===== src/rtl/rsa_operand_loader_pkg.sv =====
// Shared definitions for the RSA operand loader: default width, operand select
// codes and handshake FSM states.
package rsa_operand_loader_pkg;

  localparam int BITS_DEF = 128;
  localparam int CNT_W    = 5;

  typedef enum logic [1:0] {
    SEL_M    = 2'd0,
    SEL_E    = 2'd1,
    SEL_N    = 2'd2,
    SEL_NONE = 2'd3
  } sel_e;

  typedef enum logic [2:0] {
    ST_IDLE  = 3'd0,
    ST_CHECK = 3'd1,
    ST_GO    = 3'd2,
    ST_ARM   = 3'd3,
    ST_WAIT  = 3'd4
  } state_e;

endpackage


===== src/rtl/rsa_operand_reg.sv =====
// One operand register: byte-wide left shift on write, clear, and a byte count
// that saturates at the number of bytes in the operand.
module rsa_operand_reg
  import rsa_operand_loader_pkg::*;
#(
  parameter int BITS = BITS_DEF
) (
  input  logic             clock,
  input  logic             reset,
  input  logic             wr_en,
  input  logic             clr_en,
  input  logic [7:0]       sw,
  output logic [BITS-1:0]  op,
  output logic [CNT_W-1:0] cnt
);

  localparam int NBYTE = BITS / 8;
  localparam logic [CNT_W-1:0] CNT_MAX = CNT_W'(NBYTE);

  logic [BITS-1:0]  op_q,  op_d;
  logic [CNT_W-1:0] cnt_q, cnt_d;

  // Next operand value and count; clear wins over write.
  always_comb begin
    op_d  = op_q;
    cnt_d = cnt_q;
    if (clr_en) begin
      op_d  = {BITS{1'b0}};
      cnt_d = {CNT_W{1'b0}};
    end else if (wr_en) begin
      op_d = {op_q[BITS-9:0], sw};
      if (cnt_q != CNT_MAX) begin
        cnt_d = cnt_q + 5'd1;
      end else begin
        cnt_d = cnt_q;
      end
    end else begin
      op_d  = op_q;
      cnt_d = cnt_q;
    end
  end

  // Operand and count registers.
  always_ff @(posedge clock or posedge reset) begin
    if (reset) begin
      op_q  <= {BITS{1'b0}};
      cnt_q <= {CNT_W{1'b0}};
    end else begin
      op_q  <= op_d;
      cnt_q <= cnt_d;
    end
  end

  assign op  = op_q;
  assign cnt = cnt_q;

endmodule


===== src/rtl/rsa_operand_loader.sv =====
// Loads M/E/N from switch bytes, validates N, issues a one-cycle go to the
// Montgomery exponentiator and latches its result on done.
module rsa_operand_loader
  import rsa_operand_loader_pkg::*;
#(
  parameter int BITS = BITS_DEF
) (
  input  logic             clock,
  input  logic             reset,
  input  logic [7:0]       sw,
  input  logic [1:0]       sel,
  input  logic             wr,
  input  logic             clr,
  input  logic             start,
  input  logic             exp_done,
  input  logic [BITS-1:0]  exp_result,
  output logic [BITS-1:0]  m_out,
  output logic [BITS-1:0]  e_out,
  output logic [BITS-1:0]  n_out,
  output logic             exp_go,
  output logic [BITS-1:0]  result,
  output logic             result_valid,
  output logic             busy,
  output logic             err,
  output logic [4:0]       byte_cnt
);

  state_e          state_q, state_d;
  logic [BITS-1:0] result_q, result_d;
  logic            rv_q, rv_d;
  logic            err_q, err_d;
  logic            go_q, go_d;
  logic            busy_q, busy_d;

  logic             idle_s;
  logic [CNT_W-1:0] m_cnt_s, e_cnt_s, n_cnt_s;

  assign idle_s = (state_q == ST_IDLE);

  rsa_operand_reg #(.BITS(BITS)) u_m (
    .clock (clock), .reset (reset),
    .wr_en (wr  & idle_s & (sel == SEL_M)),
    .clr_en(clr & idle_s & (sel == SEL_M)),
    .sw    (sw), .op (m_out), .cnt (m_cnt_s)
  );

  rsa_operand_reg #(.BITS(BITS)) u_e (
    .clock (clock), .reset (reset),
    .wr_en (wr  & idle_s & (sel == SEL_E)),
    .clr_en(clr & idle_s & (sel == SEL_E)),
    .sw    (sw), .op (e_out), .cnt (e_cnt_s)
  );

  rsa_operand_reg #(.BITS(BITS)) u_n (
    .clock (clock), .reset (reset),
    .wr_en (wr  & idle_s & (sel == SEL_N)),
    .clr_en(clr & idle_s & (sel == SEL_N)),
    .sw    (sw), .op (n_out), .cnt (n_cnt_s)
  );

  // Byte count of the currently selected operand.
  always_comb begin
    byte_cnt = 5'd0;
    case (sel)
      SEL_M:   byte_cnt = m_cnt_s;
      SEL_E:   byte_cnt = e_cnt_s;
      SEL_N:   byte_cnt = n_cnt_s;
      default: byte_cnt = 5'd0;
    endcase
  end

  // Handshake FSM. ARM refuses to proceed while a stale done from the
  // previous run is still high, so WAIT only ever sees this run's done edge.
  always_comb begin
    state_d  = state_q;
    result_d = result_q;
    rv_d     = rv_q;
    err_d    = err_q;
    case (state_q)
      ST_IDLE: begin
        if (start) state_d = ST_CHECK;
        else       state_d = ST_IDLE;
      end
      ST_CHECK: begin
        if (n_out[0] == 1'b0) begin
          err_d   = 1'b1;
          state_d = ST_IDLE;
        end else begin
          err_d   = 1'b0;
          rv_d    = 1'b0;
          state_d = ST_GO;
        end
      end
      ST_GO: state_d = ST_ARM;
      ST_ARM: begin
        if (exp_done == 1'b0) state_d = ST_WAIT;
        else                  state_d = ST_ARM;
      end
      ST_WAIT: begin
        if (exp_done == 1'b1) begin
          result_d = exp_result;
          rv_d     = 1'b1;
          state_d  = ST_IDLE;
        end else begin
          state_d = ST_WAIT;
        end
      end
      default: state_d = ST_IDLE;
    endcase
    go_d   = (state_d == ST_GO);
    busy_d = (state_d != ST_IDLE);
  end

  // FSM state and registered handshake outputs.
  always_ff @(posedge clock or posedge reset) begin
    if (reset) begin
      state_q  <= ST_IDLE;
      result_q <= {BITS{1'b0}};
      rv_q     <= 1'b0;
      err_q    <= 1'b0;
      go_q     <= 1'b0;
      busy_q   <= 1'b0;
    end else begin
      state_q  <= state_d;
      result_q <= result_d;
      rv_q     <= rv_d;
      err_q    <= err_d;
      go_q     <= go_d;
      busy_q   <= busy_d;
    end
  end

  assign exp_go       = go_q;
  assign result       = result_q;
  assign result_valid = rv_q;
  assign err          = err_q;
  assign busy         = busy_q;

endmodule


===== config.mk =====
export PLATFORM = sky130hd
export DESIGN_NAME = rsa_operand_loader
export DESIGN_NICKNAME = d
export VERILOG_FILES = /design/src/rtl/rsa_operand_loader_pkg.sv /design/src/rtl/rsa_operand_reg.sv /design/src/rtl/rsa_operand_loader.sv
export SDC_FILE = /design/constraint.sdc
export NUM_CORES = 1
export LEC_CHECK = 0
export BUFFER_PORTS_ARGS = -buffer_cell sky130_fd_sc_hd__buf_2
export CELL_PAD_IN_SITES_DETAIL_PLACEMENT = 0
export CELL_PAD_IN_SITES_GLOBAL_PLACEMENT = 2
export CORE_MARGIN = 4
export CORE_UTILIZATION = 28
export CTS_CLUSTER_SIZE = 8
export DETAILED_ROUTE_END_ITERATION = 7
export PLACE_DENSITY_LB_ADDON = 0.1
export SLEW_MARGIN = 20
export SYNTH_ARGS = -nofsm -noshare
export SYNTH_HDL_FRONTEND = slang
export SYNTH_SLANG_ARGS = --single-unit

===== constraint.sdc =====
create_clock -name clock -period 17.7 [get_ports clock]
set_clock_uncertainty 0.2 [all_clocks]
set_input_delay 1.77 -clock clock [delete_from_list [all_inputs] [get_ports clock]]
set_output_delay 1.77 -clock clock [all_outputs]
set_load 0.02 [all_outputs]

==> results by group <==
Run status
  • Outcome: complete, no violations

Placed design
  • Port-buffer cells: around 660
  • Placed insts: between 3,000 and 4,000
  • Worst slack, placed: 12.23 ns
  • Final Wtd Congestion: approximately 0.80
  • Post-detail-place hpwl: between 50,000 and 60,000 um

GRT
  • GR Util All Layers: 18.5%
  • Vias in the first global route: ~17,000
  • Global-route wire length before repair: about 110,000 um
  • Antenna violations before repair: 7
  • GR Overflow Total: 0
  • Largest net degree at the start of global routing: approximately 260

Timing
  • TNS Setup: 0 ns
  • Fin crit period: about 4.8 ns
  • Setup ws final: approximately 13 ns
  • Slew Limit Fails: 0
  • Final hold violations: 0
  • Max Fclk: about 0.21 GHz
  • Crit share post-route: between 20% and 30%
  • Worst rel slew slack: less than 1%
  • Setup Viol. Count Final: 0
  • Worst-case hold slack: ~0.26 ns
  • RSZ-0062 raised after global routing: false
  • Worst-Margin Slew: between 1 and 1.5 ns

Yosys
  • EDFF count, synth: 0
  • FF+latch count, synth: between 500 and 600
  • Post-Syn Area: between 0.02 and 0.025 mm^2
  • Largest cells by area after synthesis: dfrtp_1, nand2_1, mux2_2, nand3_1, o21ai_0
  • Syn_nets: 2,211
  • Ys async rst share: 100%
  • Most used flip-flop cell after synthesis: dfrtp_1
  • Avg Cell Area, Syn: between 10 and 15 um^2
  • Synth Warn #: 0
  • Post-synthesis sequential area ratio: 63.3%
  • List of most frequent post-synthesis cells: nand2_1, dfrtp_1, nand3_1
  • Mapped Cells: 2,061
  • Most common cell in the netlist: nand2_1
  • Leading area contributor after synthesis: dfrtp_1
  • Yosys cell types: between 40 and 50
  • Synth top area share: between 60% and 70%

Clocking
  • Clk sinks: between 500 and 600
  • TritonCTS Buffers: just under 80
  • TritonCTS clock tree: done
  • Post_cts resized: 0
  • Clk slew on worst S/H paths: approximately 0.05 ns
  • Cts hold-fix bufs: 0
  • Post CTS Setup Buffer Count: 0
  • Clk buf depth: 3
  • Clock H-tree levels: 3
  • Clk_lat worst skew: between 0.6 and 0.7 ns
  • Clk Tree Root Cell: clkbuf_16

Drt
  • Routed WL: 76,900 um
  • Antenna-violating nets left: 0
  • DR vias/cell: approximately 4.6
  • DR iter-0 viols: 1,008
  • Drt first pass iters: 5
  • Wire length per cell: between 20 and 25 um
  • Vias: around 17,000
  • DRC: 0

Final layout
  • Layout cell share with drive strength beyond 1: around 34%
  • Layout area overhead: 28.5%
  • Nets: approximately 2,800
  • Non-filler cells, final: approximately 3,700

Worst setup path
  • Worst EP arrival: 2.88 ns
  • R2R Setup Slk: roughly 14 ns
  • Setup crit end kind: primary output
  • Worst setup startpoint: sel[1]
  • CP Data Required Time: approximately 16 ns
  • Worst reg-to-reg path cell count: 4
  • Crit path to: byte_cnt[4]
  • Critical path type: primary input to primary output
  • Critical R2R Capture: u_m.op[21]
  • Crit start category: primary input
  • FF-to-FF Start: state_q[2]
  • Crit path max fanout: 10

Power and ir drop
  • Maximum vdd drop: about 0.083 mV
  • LEAKAGE: approximately 0.015 uW
  • Cell Pwr Density: roughly 160 mW/mm^2

Floorplanning
  • Initial core utilization: 28.3%
  • Die Wd: 283 um
  • Num ports: 665
  • Die height: 283 um
  • Row cnt: 100
  • Die area: roughly 0.08 mm^2
  • Core Area: between 0.07 and 0.08 mm^2

Hold path
  • Type of the tightest min-delay check: register to register

Job
  • Max-Cap Viols: 0
## metrics by stage
step	instance area (um^2)	total power, uW	util (%)
5_1_grt	27100	4690	36.4
3_5_place_dp	25000	3140	33.6
3_3_place_gp	25000	3130	33.6
4_1_cts	27100	4520	36.4
2_1_floorplan	21100	2540	-
6_report	27100	4420	36.4
## registers in the layout (all words and copies together) (netlist names)
signal	flops
result	128
u_e.op	128
u_m.op	128
u_n.op	128
u_e.cnt	5
u_m.cnt	5
u_n.cnt	5
state_q	3
busy	1
err	1
exp_go	1
result_valid	1
## layout make-up
| class | count | area [um^2] |
|---|---|---|
| Fill cell | 7723 | 47500 |
| Sequential cell | 534 | 13400 |
| Multi-Input combinational cell | 1369 | 6930 |
| Timing Repair Buffer | 680 | 3480 |
| Clock buffer | 82 | 1970 |
| Tap cell | 969 | 1210 |
| Clock inverter | 7 | 111 |
| Inverter | 10 | 45.0 |
| Antenna cell | 3 | 7.51 |
## power by group
group | leakage (uW) | switching (uW) | internal, uW | total [uW]
Clock | 0.00101 | 545 | 783 | 1330
Sequential | 0.00724 | 235 | 1520 | 1750
Combinational | 0.00669 | 938 | 407 | 1350
Total | 0.0149 | 1720 | 2710 | 4420
## per-layer routing
layer	up-vias	wire (um)	track usage [%]
met3	118	5450	6.04
met1	8186	32800	24.0
met5	-	21	0
li1	7980	-	-
met4	4	2110	5.21
met2	431	36600	29.8
## worst min-delay path by stage
stage           startpoint           to  slack (ns)  depth (start not counted)
3_3_place_gp   u_m.op[123]  u_m.op[123]        0.24                          2
4_1_cts        u_m.op[122]  u_m.op[122]        0.27                          2
6_report       u_e.op[125]  u_e.op[125]        0.26                          2
2_1_floorplan   u_n.cnt[4]   u_n.cnt[4]        0.27                          1
5_1_grt        u_e.op[124]  u_e.op[124]        0.29                          2
3_5_place_dp   u_m.op[122]  u_m.op[122]        0.25                          2
## cell families after synthesis
family / Yosys count / synth area share, %
DFF: 534 / 63.3
muxes: 135 / 7.17
buffers and inverters: 158 / 3.95
AOI/OAI and AO/OA: 184 / 4.62
adders and majority gates: 6 / 0.356
and+or+nand+nor: 1044 / 20.6
## layout by cell type (no fill, tap or decap), types with 4 or more instances in the layout
cell / n
nand2_1: 762
buf_2: 664
dfrtp_1: 534
nand3_1: 246
o21ai_0: 138
mux2_2: 129
clkbuf_16: 78
o21ai_1: 23
buf_4: 13
nor2_1: 9
inv_1: 9
mux2i_1: 6
ha_1: 6
a31oi_1: 5
nand4_1: 5
a21oi_1: 5
o31ai_1: 4
clkbuf_1: 4
## critical path: stages
cell and delay [ns]:
buf_2 0.21, nor2b_1 0.40, nand2_1 0.09, o21ai_0 0.16, buf_2 0.24
No activity file was read; power rests on OpenSTA's default activity.
